<file path="src/rtl/lv_scan_reg_bist_rsp.sv">
// lv_scan_reg_bist_rsp: BIST responder that reads scan registers one per request and checks their stored even parity
module lv_scan_reg_bist_rsp #(
  parameter int LV_SCAN_REG_NUM = 8,
  parameter int REG_DW = 8,
  parameter int ADDR_W = 8,
  parameter logic [ADDR_W-1:0] SCAN_ADDR_BASE = 8'h40,
  parameter int RD_TMO_TH = 16
) (
  input  logic i_clk,
  input  logic i_rst,
  input  logic i_bist_en,
  input  logic i_bist_scan_reg_req,
  output logic o_scan_reg_bist_ack,
  output logic o_scan_reg_bist_err,
  output logic o_rd_req,
  output logic [ADDR_W-1:0] o_rd_addr,
  input  logic i_rd_ack,
  input  logic [REG_DW-1:0] i_rd_data,
  input  logic i_rd_par,
  output logic o_fail_flag,
  output logic [$clog2(LV_SCAN_REG_NUM)-1:0] o_fail_idx
);
  localparam int IW = $clog2(LV_SCAN_REG_NUM);
  localparam int TW = $clog2(RD_TMO_TH + 1);
  typedef enum logic [1:0] {IDLE, RD, ACK} state_t;
  state_t state, state_n;
  logic [IW-1:0] idx, idx_n, fail_idx_n;
  logic [TW-1:0] tmo_cnt, tmo_n;
  logic ack_n, err_n, rd_req_n, fail_flag_n, tmo_hit;
  logic [ADDR_W-1:0] rd_addr_n, addr;
  assign addr = SCAN_ADDR_BASE + ADDR_W'(idx);
  assign tmo_hit = tmo_cnt == TW'(RD_TMO_TH - 1);
  // Next state and next registered outputs; disable clears everything without acking
  always_comb begin
    state_n = state;
    idx_n = idx;
    tmo_n = tmo_cnt;
    ack_n = 1'b0;
    err_n = 1'b0;
    rd_req_n = 1'b0;
    rd_addr_n = '0;
    fail_flag_n = o_fail_flag;
    fail_idx_n = o_fail_idx;
    if (!i_bist_en) begin
      state_n = IDLE;
      idx_n = '0;
      tmo_n = '0;
      fail_flag_n = 1'b0;
      fail_idx_n = '0;
    end else begin
      case (state)
        IDLE: begin
          state_n = i_bist_scan_reg_req ? RD : IDLE;
          rd_req_n = i_bist_scan_reg_req;
          rd_addr_n = i_bist_scan_reg_req ? addr : '0;
        end
        RD: begin
          if (i_rd_ack || tmo_hit) begin
            state_n = ACK;
            ack_n = 1'b1;
            err_n = i_rd_ack ? ^{i_rd_data, i_rd_par} : 1'b1;
            fail_flag_n = o_fail_flag | err_n;
            fail_idx_n = (err_n && !o_fail_flag) ? idx : o_fail_idx;
          end else begin
            tmo_n = tmo_cnt + 1'b1;
            rd_req_n = 1'b1;
            rd_addr_n = addr;
          end
        end
        default: begin
          state_n = IDLE;
          idx_n = (idx == IW'(LV_SCAN_REG_NUM - 1)) ? '0 : idx + 1'b1;
          tmo_n = '0;
        end
      endcase
    end
  end
  // State, counters and registered outputs
  always_ff @(posedge i_clk or posedge i_rst) begin
    if (i_rst) begin
      state <= IDLE;
      idx <= '0;
      tmo_cnt <= '0;
      o_scan_reg_bist_ack <= 1'b0;
      o_scan_reg_bist_err <= 1'b0;
      o_rd_req <= 1'b0;
      o_rd_addr <= '0;
      o_fail_flag <= 1'b0;
      o_fail_idx <= '0;
    end else begin
      state <= state_n;
      idx <= idx_n;
      tmo_cnt <= tmo_n;
      o_scan_reg_bist_ack <= ack_n;
      o_scan_reg_bist_err <= err_n;
      o_rd_req <= rd_req_n;
      o_rd_addr <= rd_addr_n;
      o_fail_flag <= fail_flag_n;
      o_fail_idx <= fail_idx_n;
    end
  end
endmodule

</file>
<file path="config.mk">
export PLATFORM = sky130hd
export DESIGN_NAME = lv_scan_reg_bist_rsp
export DESIGN_NICKNAME = d
export VERILOG_FILES = /design/src/rtl/lv_scan_reg_bist_rsp.sv
export SDC_FILE = /design/constraint.sdc
export NUM_CORES = 1
export LEC_CHECK = 0
export ABC_AREA = 1
export BUFFER_PORTS_ARGS = -buffer_cell sky130_fd_sc_hd__buf_2
export CAP_MARGIN = 20
export CORE_MARGIN = 10
export CORE_UTILIZATION = 51
export CTS_BUF_LIST = sky130_fd_sc_hd__clkbuf_8 sky130_fd_sc_hd__clkbuf_16
export CTS_CLUSTER_DIAMETER = 120
export DETAILED_ROUTE_END_ITERATION = 10
export GPL_TIMING_DRIVEN = 0
export MAX_ROUTING_LAYER = met4
export PLACE_DENSITY = 0.75
export SLEW_MARGIN = 10
export SYNTH_ARGS = -nofsm -noshare
export SYNTH_HDL_FRONTEND = slang
export SYNTH_SLANG_ARGS = --single-unit
</file>
<file path="constraint.sdc">
create_clock -name i_clk -period 2.15 [get_ports i_clk]
set_input_delay 0.1075 -clock i_clk [delete_from_list [all_inputs] [get_ports i_clk]]
set_output_delay 0.1075 -clock i_clk [all_outputs]
set_load 0.02 [all_outputs]
</file>
==> run summary, run 1 <==
Outcome: complete, no violations
Slowest cell on crit path: dfrtp_1
Seq pwr share: 0.440
Worst Path Max Fanout: 5
CTS Buf Count: 3
Post-synthesis sequential area ratio: 0.4657
Cell Area, Synth: 1075 sq um
Total congestion overflow: 0
Combinational share of power: 0.137
Die Ht: 65.91 um
Crit-path leading delay family: simple AND/OR/NAND/NOR gates
Achievable Freq: 541.0 MHz
Met3 global-route usage: 0.04746
CP max stage delay: 0.39 ns
Final period util: 0.8597
Placer Congestion: 0.8558
CTS tree: done
Leak Pwr: 0.7545 nW
Clock Path Buffers: 2
Sum of buffers and inverters on the critical path: 3
Antenna Violating Nets Remaining: 0
Power Dens Cells: 670.3 nW/um^2
Vias in the first global route: 787
Final Slew Violations: 0
Ys async rst share: 1.000
Slew @ Worst Pin: 0.7279 ns
Largest net degree at the start of global routing: 21
Final clock skew: 0.003080 ns
Max-Cap Viols: 0
N_diodes: 0
Switch share: 0.2354
Sw power: 0.0002085 W
DRC: 0
Internal power: 0.0006772 W
PortBufs: 24
GRT met2 Usage: 0.1425
Via/cell ratio: 4.729
Cell Chain, Critical Path: ha_1 -> inv_1 -> nor3_1 -> ha_1 -> nor2_4 -> nand2_1 -> inv_2 -> a21oi_1 -> nor2_1 -> inv_1 -> nor2_1
Site Rows: 16
Avg Inst Size Synth: 8.081 sq um
Gr busiest metal: met2
Die area: 4343 sq um
WP data arrival: 2.01 ns
CP required: 2.31 ns
Worst setup path class: reg2reg
Startpoint Class: flop
I/O Pins: 29
RSZ-0062 raised after global routing: false
Initial DRT Pass Iterations: 4
Die Wd: 65.91 um
Worst VDD drop: 0.4757 mV
Htree depth: 1
Ys Warns: 0
EDFF count, synth: 0
CP Capture Type: flop
GRT Util Overall: 0.1041
Clock sink count: 20
Yosys reg bits: 20
TNS Setup: 0 ns
Met1 Use GR: 0.1265
Nets@finish: 184
Layout cells sized above 1: 0.2667
Clock power share: 0.423
Hold WC Path Type: in2reg
# setup viols final: 0
CORE AREA: 1982 sq um
WL final: 2086 um
Via count: 908
First-pass GRT wire length: 3505 um
Clk root buf: clkbuf_8
Final hold violations: 0
Routed len/inst: 10.86 um
Post-synthesis cell count: 133
Area Overhead vs Synth: 22.93%
Overall power: 0.0008857 W
Yosys cell types: 25
Placed wire-length estimate: 1671 um
Worst slew margin: 0.5142
Clock period minus worst slack: 1.848 ns
Initial antenna violation count: 0
Clock-pin slew on the worst setup and hold paths: 0.07 ns
Top FF cell, synth: dfrtp_1
Initial core utilization: 0.5423
Skew-Pair Late Insertion Delay: 0.26 ns
1st-iter DRT viols: 17
[synthesized netlist by cell type (3+ instances only)]
cell	n	share of area
buf_4	5	0.035
dfrtp_1	20	0.47
ha_1	4	0.047
inv_1	18	0.063
inv_2	3	0.010
nand2_1	36	0.13
nand2_2	3	0.017
nand3_1	9	0.042
nand4_1	3	0.017
nor2_1	10	0.035
nor3_1	4	0.019
o21ai_0	3	0.014
o21ai_1	3	0.014
[state kept, by name, summed over array words and instances, names as in the netlist]
signal,count
o_rd_addr,4
idx,3
tmo_cnt,5
o_scan_reg_bist_ack,1
o_fail_idx,3
o_fail_flag,1
state,2
o_scan_reg_bist_err,1
[routing by layer]
layer  vias up  wire length (um)  share of wire
met2        24               923           0.44
li1        471                 -              -
met1       409               924           0.44
met5         -                 0              0
met3         4               208           0.10
met4         0                30          0.014
[through the flow]
step	utilization	instance area [sq um]	hold WS [ns]	std cells	setup WS, ns
after floorplan	-	1086	0.07133	136	0.5627
after global placement	0.6256	1240	0.2628	187	0.3676
after detailed placement	0.6256	1240	0.2664	187	0.3209
after CTS	0.6667	1321	0.1519	192	0.3131
after global routing	0.6667	1321	0.1672	192	0.09242
final	0.6667	1321	0.1599	192	0.3017
[power by group through the flow]
stage	logic, W	clock network, W	registers [W]
3_3_place_gp	0.000117	0	0.000397
6_report	0.000121	0.000374	0.000390
2_1_floorplan	0.0000810	0	0.000401
3_5_place_dp	0.000120	0	0.000397
5_1_grt	0.000136	0.000402	0.000391
4_1_cts	0.000122	0.000382	0.000390
[cells by family (layout without fill, tap and decap cells)]
logic type	after synthesis	count (layout)	share of synthesized area
AND/OR/NAND/NOR	70	70	0.3038
buffers and inverters	27	56	0.1187
flip-flops	20	20	0.4657
AO/OA/AOI/OAI	9	9	0.04540
adder cells (fa/ha/maj)	4	4	0.04657
XOR/XNOR	2	2	0.01630
other	1	4	0.003489
[final timing paths]
kind | to | slack, ns | cells after the start | startpoint
min reg2reg | tmo_cnt[2]$_DFFE_PP0P_ | 0.49 | 1 | tmo_cnt[2]$_DFFE_PP0P_
min | o_rd_addr[0]$_DFF_PP0_ | 0.16 | 3 | i_bist_scan_reg_req
max reg2reg | o_rd_addr[2]$_DFF_PP0_ | 0.30 | 11 | tmo_cnt[0]$_DFFE_PP0P_
max in group asynchronous | tmo_cnt[1]$_DFFE_PP0P_ | 1.18 | 3 | i_rst
max | o_rd_addr[2]$_DFF_PP0_ | 0.30 | 11 | tmo_cnt[0]$_DFFE_PP0P_
min in group asynchronous | o_scan_reg_bist_err$_DFF_PP0_ | 0.52 | 3 | i_rst
[placed cells by master (no fill, tap or decap), types with 3 or more instances in the layout]
cell type | Yosys | final
nand2_2 | 3 | 3
inv_2 | 3 | 3
nand4_1 | 3 | 3
o21ai_0 | 3 | 3
inv_1 | 18 | 18
dfrtp_1 | 20 | 20
buf_2 | 0 | 24
nand3_1 | 9 | 9
ha_1 | 4 | 4
nor3_1 | 4 | 4
clkbuf_8 | 0 | 3
nor2_1 | 10 | 10
buf_4 | 5 | 5
o21ai_1 | 3 | 3
nand2_1 | 36 | 36
conb_1 | 1 | 4
[tightest hold or removal path: stages]
cell,delay (ns)
buf_2,0.07
a21oi_1,0.10
nor2_1,0.10
[timing repair]
item / in CTS / in global routing
hold buffers: 1 / 0
gates resized for setup: 0 / 0
endpoints found under the setup margin: 0 / 0
buffers inserted: 0 / 0
hold endpoints to repair: 20 / 0
[final cells by class]
cell class | count | area (sq um)
buffer | 6 | 48.80
clock buffer | 3 | 41.29
clock inverter | 1 | 30.03
fill | 182 | 660.6
inverter | 21 | 78.83
multi-input combinational | 89 | 457.9
sequential | 20 | 500.5
tap | 27 | 33.78
timing repair buffer | 25 | 130.1
Note: power is estimated with default switching activity, not from simulation.
==> run 2, diff against run 1 <==
Settings changed: ABC_AREA 1 to default.
==> run 2 against run 1 <==
Compared with the run above: flip-flop and latch count unchanged; sequential power about the same; combinational power is 41% higher; highest routed layer unchanged; largest cell class is now multi-input gates; worst hold slack got worse by 0.084 ns; setup slack got worse by 0.15 ns; register-to-register slack lost 0.15 ns; clock power is essentially flat; cell area up 3.5%; global-route usage grew 1.1 points; via count shrank 4.2%.
==> run summary, run 2 <==
Outcome: complete, no violations
Clock-pin slew on the worst setup and hold paths: 0.08 ns
Placed cells: 160
Total congestion overflow: 0
Clock sink count: 20
Commonest non-fill, non-tap cells in the layout: 24 x buf_2, 20 x dfrtp_1, 13 x nor2_1, 7 x nand4_1, 6 x xnor2_1
Post-synthesis sequential area ratio: 0.4530
Worst setup path class: reg2reg
Clock Path Buffers: 2
Achievable Freq: 500.5 MHz
Initial antenna violation count: 0
Most common cell in the netlist: dfrtp_1
Top FF cell, synth: dfrtp_1
CTS tree: done
Placer Congestion: 0.7382
Via count: 870
TNS Setup: 0 ns
Layout cells sized above 1: 0.3066
GRT Util Overall: 0.1150
Commonest non-fill, non-tap cell in the layout: buf_2
Largest net degree at the start of global routing: 21
Routed len/inst: 14.27 um
Vias in the first global route: 902
CTS Buf Count: 3
Site Rows: 16
Die area: 4428 sq um
WL final: 2340 um
Register area: 500.5 sq um
WP data arrival: 2.12 ns
Clock period minus worst slack: 1.998 ns
Leading area contributor after synthesis: dfrtp_1
Synth top area cells: dfrtp_1 45%, xnor2_1 4.8%, ha_1 4.5%
Via/cell ratio: 5.305
Power Dens Cells: 685.5 nW/um^2
Worst VDD drop: 0.9411 mV
Final std cells w/o fill: 164
EDFF count, synth: 0
Initial DRT Pass Iterations: 4
DRC: 0
Final period util: 0.9292
Die Wd: 66.55 um
# Post-CTS Setup Buffers: 0
Nets@finish: 156
Startpoint Class: flop
CP Capture Type: flop
Skew-Pair Late Insertion Delay: 0.26 ns
Ys async rst share: 1.000
Placed wire-length estimate: 1811 um
Avg Inst Size Synth: 10.42 sq um
Htree depth: 1
Worst Path Max Fanout: 6
Initial core utilization: 0.5519
N_diodes: 0
1st-iter DRT viols: 23
Commonest cells in the netlist: 20 x dfrtp_1, 13 x nor2_1, 7 x nand4_1
Reg with most FFs: tmo_cnt
Antenna Violating Nets Remaining: 0
Filler instances: 160
Post-layout util: 0.6831
Final clock skew: 0.008539 ns
RSZ-0062 raised after global routing: true
Multi-input logic area: 556.8 sq um
Area Overhead vs Synth: 23.78%
Post-synthesis cell count: 106
Final hold violations: 0
Ys Warns: 0
Largest register FFs: 5
Worst slew margin: 0.5118
Max-Cap Viols: 0
Hold WC Path Type: in2reg
Yosys cell types: 32
# setup viols final: 0
Yosys reg bits: 20
Yosys top cell area share: 0.4530
I/O Pins: 29
Regs by FF count: tmo_cnt (5), o_rd_addr (4)
Slew @ Worst Pin: 0.7314 ns
CORE AREA: 2002 sq um
PortBufs: 24
First-pass GRT wire length: 3919 um
Clk root buf: clkbuf_8
CP required: 2.28 ns
Final Slew Violations: 0
Cell Area, Synth: 1105 sq um
Die Ht: 66.55 um
WHS: 0.07623 ns
Leak Pwr: 0.6646 nW
## run 2: changes by cell type after synthesis, moves of 4 or more
cell     previous run  this run
nand4_1             3         7
nand2_1            36         1
mux2i_1             0         4
xnor2_1             1         6
inv_1              18         4
nand3_1             9         3
## run 2: path summary, 6_finish.rpt
kind                                              start                         to  slack, ns  depth (start not counted)
worst max-delay path             tmo_cnt[0]$_DFFE_PP0P_  o_fail_idx[1]$_DFFE_PP0P_       0.15                          8
worst min-delay path                          i_bist_en    o_fail_flag$_DFFE_PP0P_       0.08                          2
worst max register to register   tmo_cnt[0]$_DFFE_PP0P_  o_fail_idx[1]$_DFFE_PP0P_       0.15                          8
worst min register to register  o_fail_flag$_DFFE_PP0P_    o_fail_flag$_DFFE_PP0P_       0.56                          1
max in group asynchronous                         i_rst         idx[2]$_DFFE_PP0P_       1.17                          3
min in group asynchronous                         i_rst     o_rd_addr[1]$_DFF_PP0_       0.51                          3
## run 2: cell type report
type                            count  share of cell area
Inverter                            4             0.01098
Clock inverter                      1             0.02196
Sequential cell                    20              0.3660
Clock buffer                        3             0.03019
Multi-Input combinational cell     75              0.4071
Timing Repair Buffer               25             0.09515
Buffer                              9             0.04392
Tap cell                           27             0.02470
## run 2: worst max-delay path, cell delays in order (launching register included)
cell and delay [ns]:
dfrtp_1 0.41, ha_1 0.22, and3_1 0.18, ha_1 0.21, o21ai_1 0.28, or3_4 0.23
nor3b_2 0.05, a21oi_1 0.16, a41oi_1 0.12
## run 2: cells by family (layout without fill, tap and decap cells)
logic type,after synthesis,count (layout),share of synthesized area
simple gates,38,38,0.1925
flops,20,20,0.4530
compound gates,14,14,0.09060
buf+inv,14,42,0.07134
fa+ha+maj,4,4,0.04530
mux,4,4,0.03624
xor+xnor,11,11,0.1076
other cells,1,4,0.003394
## run 2: where the power goes
part	switching (W)	total (W)	internal, W	leakage [nW]
clock network	0.000125	0.000374	0.000249	0.0357
registers	0.00000731	0.000393	0.000386	0.276
logic	0.0000975	0.000171	0.0000730	0.353
total	0.000230	0.000937	0.000707	0.665
## run 2: repair_timing
action,4_1_cts,5_1_grt
hold endpoints to repair,20,0
setup endpoints to repair,3,6
pin swaps,0,0
hold buffers,1,0
resized for setup,1,4
## run 2: routing by layer
layer / wire, um / vias up / track usage
li1: - / 425 / -
met1: 901 / 415 / 0.1176
met2: 1187 / 22 / 0.1884
met3: 206 / 8 / 0.05184
met4: 44 / 0 / 0.04450
met5: 0 / - / -
## run 2: through the flow
stage | total power [W] | area (sq um) | setup WS, ns
6_report | 0.0009375 | 1368 | 0.1522
2_1_floorplan | 0.0005255 | 1116 | 0.1838
3_5_place_dp | 0.0005671 | 1270 | -0.1002
3_3_place_gp | 0.0005626 | 1270 | -0.02244
5_1_grt | 0.0009749 | 1368 | -0.04697
4_1_cts | 0.0009440 | 1348 | 0.01383
